`src/rtl/spi_controller_if.sv`:
```
// Request handshake between a sequencer and spi_controller.
// master = request source, slave = spi_controller.
interface spi_controller_if;
    logic       req_valid;
    logic       req_ready;
    logic       req_rw;
    logic [6:0] req_addr;
    logic [7:0] req_data;

    modport master (
        output req_valid, req_rw, req_addr, req_data,
        input  req_ready
    );

    modport slave (
        input  req_valid, req_rw, req_addr, req_data,
        output req_ready
    );
endinterface

```
`src/rtl/spi_controller.sv`:
```
// SPI mode-0 initiator: turns register-write requests into 16-bit frames
// {rw, addr[6:0], data[7:0]}, sent MSB first on sclk/copi/ncs.
// Optional readback of cipo into rx_data is enabled by SPI_CTRL_READBACK_EN.
module spi_controller #(
    parameter int CLK_DIV  = 4,   // sclk half-period in clk cycles
    parameter int CS_SETUP = 4,   // ncs fall to first sclk rise
    parameter int CS_GAP   = 8    // ncs high time before done/req_ready
) (
    input  logic                    clk,
    input  logic                    rst_n,
    spi_controller_if.slave         req,
    output logic                    busy,
    output logic                    done,
    output logic                    sclk,
    output logic                    copi,
    output logic                    ncs,
    input  logic                    cipo,
    output logic [7:0]              rx_data
);

    // One shared down-counter times every phase; size it to the longest one.
    localparam int MAXC = (CLK_DIV > CS_SETUP)
                        ? ((CLK_DIV > CS_GAP) ? CLK_DIV : CS_GAP)
                        : ((CS_SETUP > CS_GAP) ? CS_SETUP : CS_GAP);
    localparam int CW   = (MAXC > 2) ? $clog2(MAXC) : 1;

    if (CLK_DIV < 2) begin : g_bad_clk_div
        $error("spi_controller: CLK_DIV must be >= 2");
    end
    if (CS_SETUP < 1) begin : g_bad_cs_setup
        $error("spi_controller: CS_SETUP must be >= 1");
    end
    if (CS_GAP < 1) begin : g_bad_cs_gap
        $error("spi_controller: CS_GAP must be >= 1");
    end

    typedef enum logic [2:0] {
        S_IDLE,
        S_SETUP,
        S_SHIFT,
        S_HOLD,
        S_GAP
    } state_t;

    state_t        state_q;
    logic [CW-1:0] cnt_q;
    logic [3:0]    bit_q;
    logic [15:0]   sh_q;
    logic          sclk_q;
    logic          copi_q;
    logic          ncs_q;
    logic          ready_q;
    logic          busy_q;
    logic          done_q;

    // End of an sclk-high phase: the cycle the peripheral-facing data is sampled.
    logic          hi_end;
    // Final GAP cycle: next cycle is the done cycle.
    logic          gap_end;

    assign hi_end  = (state_q == S_SHIFT) && sclk_q && (cnt_q == '0);
    assign gap_end = (state_q == S_GAP) && (cnt_q == '0);

    assign req.req_ready = ready_q;
    assign busy          = busy_q;
    assign done          = done_q;
    assign sclk          = sclk_q;
    assign copi          = copi_q;
    assign ncs           = ncs_q;

    // Frame sequencer: all outputs registered, phases timed by cnt_q.
    always_ff @(posedge clk or negedge rst_n) begin
        if (!rst_n) begin
            state_q <= S_IDLE;
            cnt_q   <= '0;
            bit_q   <= '0;
            sh_q    <= '0;
            sclk_q  <= 1'b0;
            copi_q  <= 1'b0;
            ncs_q   <= 1'b1;
            ready_q <= 1'b1;
            busy_q  <= 1'b0;
            done_q  <= 1'b0;
        end else begin
            done_q <= 1'b0;
            unique case (state_q)
                S_IDLE: begin
                    if (req.req_valid && ready_q) begin
                        sh_q    <= {req.req_rw, req.req_addr, req.req_data};
                        copi_q  <= req.req_rw;
                        ncs_q   <= 1'b0;
                        ready_q <= 1'b0;
                        busy_q  <= 1'b1;
                        cnt_q   <= CW'(CS_SETUP - 1);
                        state_q <= S_SETUP;
                    end
                end
                S_SETUP: begin
                    if (cnt_q == '0) begin
                        sclk_q  <= 1'b1;
                        bit_q   <= '0;
                        cnt_q   <= CW'(CLK_DIV - 1);
                        state_q <= S_SHIFT;
                    end else begin
                        cnt_q <= cnt_q - 1'b1;
                    end
                end
                S_SHIFT: begin
                    if (cnt_q != '0) begin
                        cnt_q <= cnt_q - 1'b1;
                    end else if (sclk_q) begin
                        // Falling edge: advance copi, or enter HOLD after bit 0.
                        sclk_q <= 1'b0;
                        cnt_q  <= CW'(CLK_DIV - 1);
                        if (bit_q == 4'd15) begin
                            state_q <= S_HOLD;
                        end else begin
                            sh_q   <= {sh_q[14:0], 1'b0};
                            copi_q <= sh_q[14];
                            bit_q  <= bit_q + 4'd1;
                        end
                    end else begin
                        sclk_q <= 1'b1;
                        cnt_q  <= CW'(CLK_DIV - 1);
                    end
                end
                S_HOLD: begin
                    if (cnt_q == '0) begin
                        ncs_q   <= 1'b1;
                        copi_q  <= 1'b0;
                        cnt_q   <= CW'(CS_GAP - 1);
                        state_q <= S_GAP;
                    end else begin
                        cnt_q <= cnt_q - 1'b1;
                    end
                end
                S_GAP: begin
                    if (cnt_q == '0) begin
                        done_q  <= 1'b1;
                        ready_q <= 1'b1;
                        busy_q  <= 1'b0;
                        state_q <= S_IDLE;
                    end else begin
                        cnt_q <= cnt_q - 1'b1;
                    end
                end
                default: state_q <= S_IDLE;
            endcase
        end
    end

`ifdef SPI_CTRL_READBACK_EN
    logic [15:0] rx_sh_q;
    logic [7:0]  rx_q;

    assign rx_data = rx_q;

    // Capture cipo at the end of each sclk-high phase; publish the data byte with done.
    always_ff @(posedge clk or negedge rst_n) begin
        if (!rst_n) begin
            rx_sh_q <= '0;
            rx_q    <= '0;
        end else begin
            if (hi_end) begin
                rx_sh_q <= {rx_sh_q[14:0], cipo};
            end
            if (gap_end) begin
                rx_q <= rx_sh_q[7:0];
            end
        end
    end
`else
    logic unused_rx;

    assign unused_rx = cipo ^ hi_end ^ gap_end;
    assign rx_data   = 8'h00;
`endif

endmodule

```
`src/flat_wrapper.sv`:
```
// flat-port wrapper written by rule: the top's interface ports become plain ports
module spi_controller_flat 
#(
    parameter int CLK_DIV  = 4,                                    
    parameter int CS_SETUP = 4,                                 
    parameter int CS_GAP   = 8                                          
)
  (clk, rst_n, busy, done, sclk, copi, ncs, cipo, rx_data, req_req_valid, req_req_rw, req_req_addr, req_req_data, req_req_ready);
  spi_controller_if req_i ();
  input  logic clk;
  input  logic rst_n;
  output logic busy;
  output logic done;
  output logic sclk;
  output logic copi;
  output logic ncs;
  input  logic cipo;
  output logic [7:0] rx_data;
  input wire logic [$bits(req_i.req_valid)-1:0] req_req_valid;
  input wire logic [$bits(req_i.req_rw)-1:0] req_req_rw;
  input wire logic [$bits(req_i.req_addr)-1:0] req_req_addr;
  input wire logic [$bits(req_i.req_data)-1:0] req_req_data;
  output wire logic [$bits(req_i.req_ready)-1:0] req_req_ready;
  assign req_i.req_valid = req_req_valid;
  assign req_i.req_rw = req_req_rw;
  assign req_i.req_addr = req_req_addr;
  assign req_i.req_data = req_req_data;
  assign req_req_ready = req_i.req_ready;
  spi_controller #(.CLK_DIV(CLK_DIV), .CS_SETUP(CS_SETUP), .CS_GAP(CS_GAP)) u_core (.clk(clk), .rst_n(rst_n), .req(req_i), .busy(busy), .done(done), .sclk(sclk), .copi(copi), .ncs(ncs), .cipo(cipo), .rx_data(rx_data));
endmodule
```
`config.mk`:
```
export PLATFORM = sky130hd
export DESIGN_NAME = spi_controller_flat
export DESIGN_NICKNAME = d
export VERILOG_FILES = /design/src/rtl/spi_controller_if.sv /design/src/rtl/spi_controller.sv /design/src/flat_wrapper.sv
export SDC_FILE = /design/constraint.sdc
export NUM_CORES = 1
export LEC_CHECK = 0
export BUFFER_PORTS_ARGS = -buffer_cell sky130_fd_sc_hd__clkbuf_2
export CORE_ASPECT_RATIO = 1.5
export CORE_UTILIZATION = 55
export DETAILED_ROUTE_END_ITERATION = 7
export PLACE_DENSITY = 0.9
export RECOVER_POWER = 100
export SLEW_MARGIN = 20
export SYNTH_ARGS = -nofsm -noshare
export SYNTH_HDL_FRONTEND = slang
export SYNTH_SLANG_ARGS = --single-unit
```
`constraint.sdc`:
```
create_clock -name clk -period 2.76 [get_ports clk]
set_clock_uncertainty 0.2 [all_clocks]
set_input_delay 0.276 -clock clk [delete_from_list [all_inputs] [get_ports clk]]
set_output_delay 0.276 -clock clk [all_outputs]
set_load 0.005 [all_outputs]
```
# After elaboration in Yosys (flattened, before gate mapping)
# Cells that the tools add are included.
[totals]
wordCells = 85
reg_bits = 31
out_inout_bits = 14
[classes]
n_eq_ne = 14
reduce_logical = 18
mux = 41
add_sub_neg = 2
[op_table]
columns = ["op", "count"]
rows = [
  ["$mux W15", 4],
  ["$mux W3", 12],
  ["$pmux W15 S2", 1],
  ["$pmux W3 S5", 2],
  ["$mux W4", 4],
  ["$mux W1", 12],
  ["$reduce_and A3 Y1", 4],
  ["$ne A2 B2 Y1 const B", 5],
  ["$reduce_and A5 Y1", 2],
  ["$ne A2 B1 Y1 const B", 4],
  ["$pmux W1 S2", 4],
  ["$pmux W4 S2", 1],
  ["$reduce_bool A2 Y1", 4],
  ["$reduce_and A7 Y1", 1],
  ["$eq A3 B2 Y1 const B", 2],
  ["$logic_not A3 Y1", 2],
  ["$reduce_and A6 Y1", 1],
  ["$reduce_bool A3 Y1", 2],
  ["$reduce_bool A5 Y1", 1],
  ["$add A4 B1 Y4 const B", 1],
  ["$eq A4 B4 Y1 const B", 1],
  ["$eq A3 B1 Y1 const B", 1],
  ["$eq A3 B3 Y1 const B", 1],
  ["$pmux W1 S3", 1],
  ["2 further kinds", 2],
]

# Depth between registers and ports, before layout
[depth]
ltp_word = 5
ltp_mapped = 7
mapped_depth_nobuf = 6

# Worst setup path before layout
# OpenSTA, ideal clock, no wires.
[synth_timing]
kind = "register -> register"
from = "register u_core.cnt_q[0]"
to = "register u_core.sh_q[12]"
path_stages_with_launch = 8
t_required_ps = 2435
setup_ps = 125
arrival_ps = 1732
setup_slack_ps = 704
cell_sequence = "dfrtp_1 -> inv_1 -> ha_1 -> nor2b_1 -> and3_1 -> o21ai_2 -> buf_6 -> mux2_2"
[synth_via]
elab_chain_len = 3
[synth_rtl]
columns = ["element", "line", "source"]
rows = [
  ["start: declaration", "spi_controller.sv:46", "logic [CW-1:0] cnt_q;"],
  ["start signal: assignment", "spi_controller.sv:94", "cnt_q <= CW'(CS_SETUP - 1);"],
  ["start signal: assignment", "spi_controller.sv:102", "cnt_q <= CW'(CLK_DIV - 1);"],
  ["start signal: assignment", "spi_controller.sv:105", "cnt_q <= cnt_q - 1'b1;"],
  ["$reduce_bool A3 Y1", "spi_controller.sv:109", "if (cnt_q != '0) begin"],
  ["$ne A2 B2 Y1 (no line)", "-", ""],
  ["$reduce_and A5 Y1 (no line)", "-", ""],
  ["end signal: assignment", "spi_controller.sv:89", "sh_q <= {req.req_rw, req.req_addr, req.req_data};"],
  ["end signal: assignment", "spi_controller.sv:118", "sh_q <= {sh_q[14:0], 1'b0};"],
  ["end: declaration", "spi_controller.sv:48", "logic [15:0] sh_q;"],
]
# Every way passes these cells.
# A chain may end at the register's enable or synchronous reset.

# Final worst setup path
[layout_timing]
from = "register u_core.cnt_q[0]"
to = "register u_core.sh_q[5]"
# Same word-level chain as after synthesis.

==> run_results.csv <==
group,metric,value,unit
critical_path,end_kind,"register",
logic_synthesis,synth_ff_type,"dfrtp_1",
critical_path,cpPeakStageDelay,0.60,ns
final_layout,final_area,2000,um^2
final_layout,multi_input_area,896,um^2
cts,clock_path_buffers,2,
routing,vias_per_cell,5.54,
logic_synthesis,syn_avg_cell_area,10.6,um^2
timing,setup_viol,0,
timing,max_freq,0.400,GHz
power_and_ir_drop,power.density,469,nW/um^2
critical_path,path_max_fanout,15,
timing,drv_slew,32,
placed_design,post-dp-hpwl,2.34,mm
timing,min_period_over_period,90.5,%
run_status,violations,"max-capacitance violations, max-slew violations",
critical_path,crit_path_start,"u_core.cnt_q[0]",
cts,htree_levels,2,
power_and_ir_drop,max-vdd-ir-drop,0.000391,V
logic_synthesis,synth-edff-count,0,
worst_hold_path,min_from,"req_req_data[0]",
global_route,grt_usage,21.8,%
floorplan,dieArea,3500,um^2
final_layout,drive_gt1_share,32.0,%
cts,clk_pin_slew,0.07,ns
logic_synthesis,synthCells,170,
final_layout,seqCellArea,778,um^2
critical_path,worst-setup-path-type,"register to register",
timing,tns,0,ns
floorplan,io_pins,34,
timing,rsz0062_at_grt,"no",
placed_design,place_congestion,0.813,
critical_path,crit_arrival,2.46,ns
power_and_ir_drop,power_leakage,0.972,nW
floorplan,die_h,72.0,um
timing,relSlewSlack,-8.14,%
critical_path,crit_chain,"inv_1 > ha_1 > nor2b_1 > and3_1 > o21ai_2 > mux2_2",
global_route,grt_start_max_net_pins,32,
global_route,grt_overflow,0,
cts,cts_tree,"done",
timing,hold_violations,0,
cts,post_cts_buffers,0,
critical_path,critPathBufInv,1,
routing,wl_met2,1.85,mm
placed_design,dpl_cell_area,1900,um^2
run_status,outcome,"finished, violations left",
critical_path,critical_path.top_delay_family,"compound AO/OA/AOI/OAI gates",
logic_synthesis,yosysSeqAreaShare,43.4,%
final_layout,fill_cells,260,
critical_path,cp-start-kind,"register",
routing,wirelength,3.39,mm
floorplan,core,3130,um^2
global_route,grt_pass1_vias,1309,
routing,dr.first_iter.drc_count,40,
cts,clock_sinks,31,
routing,wl_met1,1.38,mm
critical_path,cp_slowest_cell,"o21ai_2",
cts,clock_latency,0.28,ns
worst_hold_path,hp-class,"input port to register",
run,max_cap_violations,1,
cts,post_cts_resized,0,
cts,ctsHoldBuffers,1,
global_route,antenna_found_initial,0,
floorplan,start_util,57.4,%
timing,worstMarginPinSlew,1.62,ns
logic_synthesis,syn_area,1790,um^2
critical_path,crit_required,2.73,ns
routing,wl_met3,111,um
final_layout,postLayoutCoreUtil,64.0,%
floorplan,dieWidth,48.6,um
routing,ant_nets,0,
critical_path,rr_startpoint,"u_core.cnt_q[0]",
final_layout,final_nets,219,
power_and_ir_drop,total_power,0.000939,W
routing,via_count,1313,
placed_design,portBuffers,24,
routing,wl_per_cell,14.3,um
logic_synthesis,ys_seq_elements,31,
logic_synthesis,yosys_warnings,0,
timing,period_minus_slack,2.50,ns
logic_synthesis,netlist-cell-type-count,43,
global_route,grt_pass1_wl,5.76,mm
final_layout,syn2layout_area_growth,11.6,%
routing,first_pass_iters,4,
cts,numCtsBuffers,5,
routing,maxUsedRoutingLayer,"met4",
routing,drc,0,
logic_synthesis,async_reset_ff_share,100,%
final_layout,antenna_cells,0,
floorplan,rows,25,
cts,cts_root_buffer,"clkbuf_8",
## metal layers
| metal | up-vias | global-route usage [%] |
|---|---|---|
| met5 | - | 0 |
| met4 | 0 | 8.82 |
| met3 | 6 | 5.24 |
| met2 | 31 | 38.7 |
| met1 | 632 | 24.9 |
| li1 | 644 | - |
## placed cells by master (no fill, tap or decap), drive strengths merged, types with 3 or more instances in the layout
cell type  instances
inv                6
nand3              7
dfrtp             29
ha                 3
nor2               8
mux2              30
conb               8
nand2             11
mux2i              3
o21ai             12
clkbuf            32
a21oi             15
nand2b             4
## path summary, 6_finish.rpt
check / endpoint / slack [ns] / cells past startpoint
worst max-delay path: u_core.sh_q[5] / 0.26 / 6
worst min-delay path: u_core.sh_q[0] / 0.06 / 2
worst max register to register: u_core.sh_q[5] / 0.26 / 6
worst min register to register: u_core.sh_q[11] / 0.30 / 1
max in group asynchronous: u_core.bit_q[3] / 0.67 / 2
min in group asynchronous: u_core.sh_q[11] / 0.74 / 2
## flip-flops by register name, summed over array words and instances, names as in the netlist, 3 cells and up
name	flops
u_core.bit_q	4
u_core.cnt_q	3
u_core.sh_q	15
u_core.state_q	3
## logic make-up after synthesis
logic type      after synthesis  synth area share, %
other cells                   1                0.209
flops                        31                 43.4
compound gates               39                 13.5
fa+ha+maj                     3                 2.09
simple gates                 39                 11.6
mux                          33                 20.9
xor+xnor                      2                0.976
buf+inv                      22                 7.39
## through the flow
| stage | cells | worst slack [ns] | hold slack, ns |
|---|---|---|---|
| after CTS | 237 | 0.234 | 0.0553 |
| after detailed placement | 228 | 0.288 | 0.176 |
| after floorplan | 177 | 0.704 | -0.220 |
| final | 237 | 0.262 | 0.0559 |
| after global routing | 237 | 0.108 | 0.0612 |
| after global placement | 228 | 0.356 | 0.177 |
## final cells by class
cell class / count / share of cell area [%]
timing repair buffer: 28 / 6.93
clock buffer: 6 / 4.12
tap: 40 / 2.50
clock inverter: 2 / 1.75
multi-input combinational: 124 / 44.7
sequential: 31 / 38.9
inverter: 6 / 1.12
## synthesized netlist by cell type, types with 2 or more instances
cell type | count | area, um^2
o21ai_0 | 11 | 55.1
mux2_2 | 28 | 315
clkbuf_1 | 2 | 7.51
buf_2 | 4 | 20.0
nor2_1 | 6 | 22.5
dfrtp_1 | 29 | 726
buf_4 | 8 | 60.1
mux2_4 | 2 | 30.0
nand2b_1 | 3 | 18.8
nand2_1 | 11 | 41.3
dfstp_2 | 2 | 52.6
inv_1 | 5 | 18.8
xnor2_1 | 2 | 17.5
a21oi_1 | 15 | 75.1
buf_6 | 2 | 22.5
mux2i_1 | 3 | 30.0
nand3_1 | 7 | 35.0
nor3_1 | 2 | 10.0
ha_1 | 3 | 37.5
a31oi_1 | 2 | 12.5
## where the power goes
part	internal [W]	switching [W]	leakage, nW	total, W
sequential	0.000454	0	0.394	0.000454
combinational	0.00000981	0.0000146	0.517	0.0000244
clock	0.000292	0.000168	0.0612	0.000460
Power figures use the tool's default switching activity.
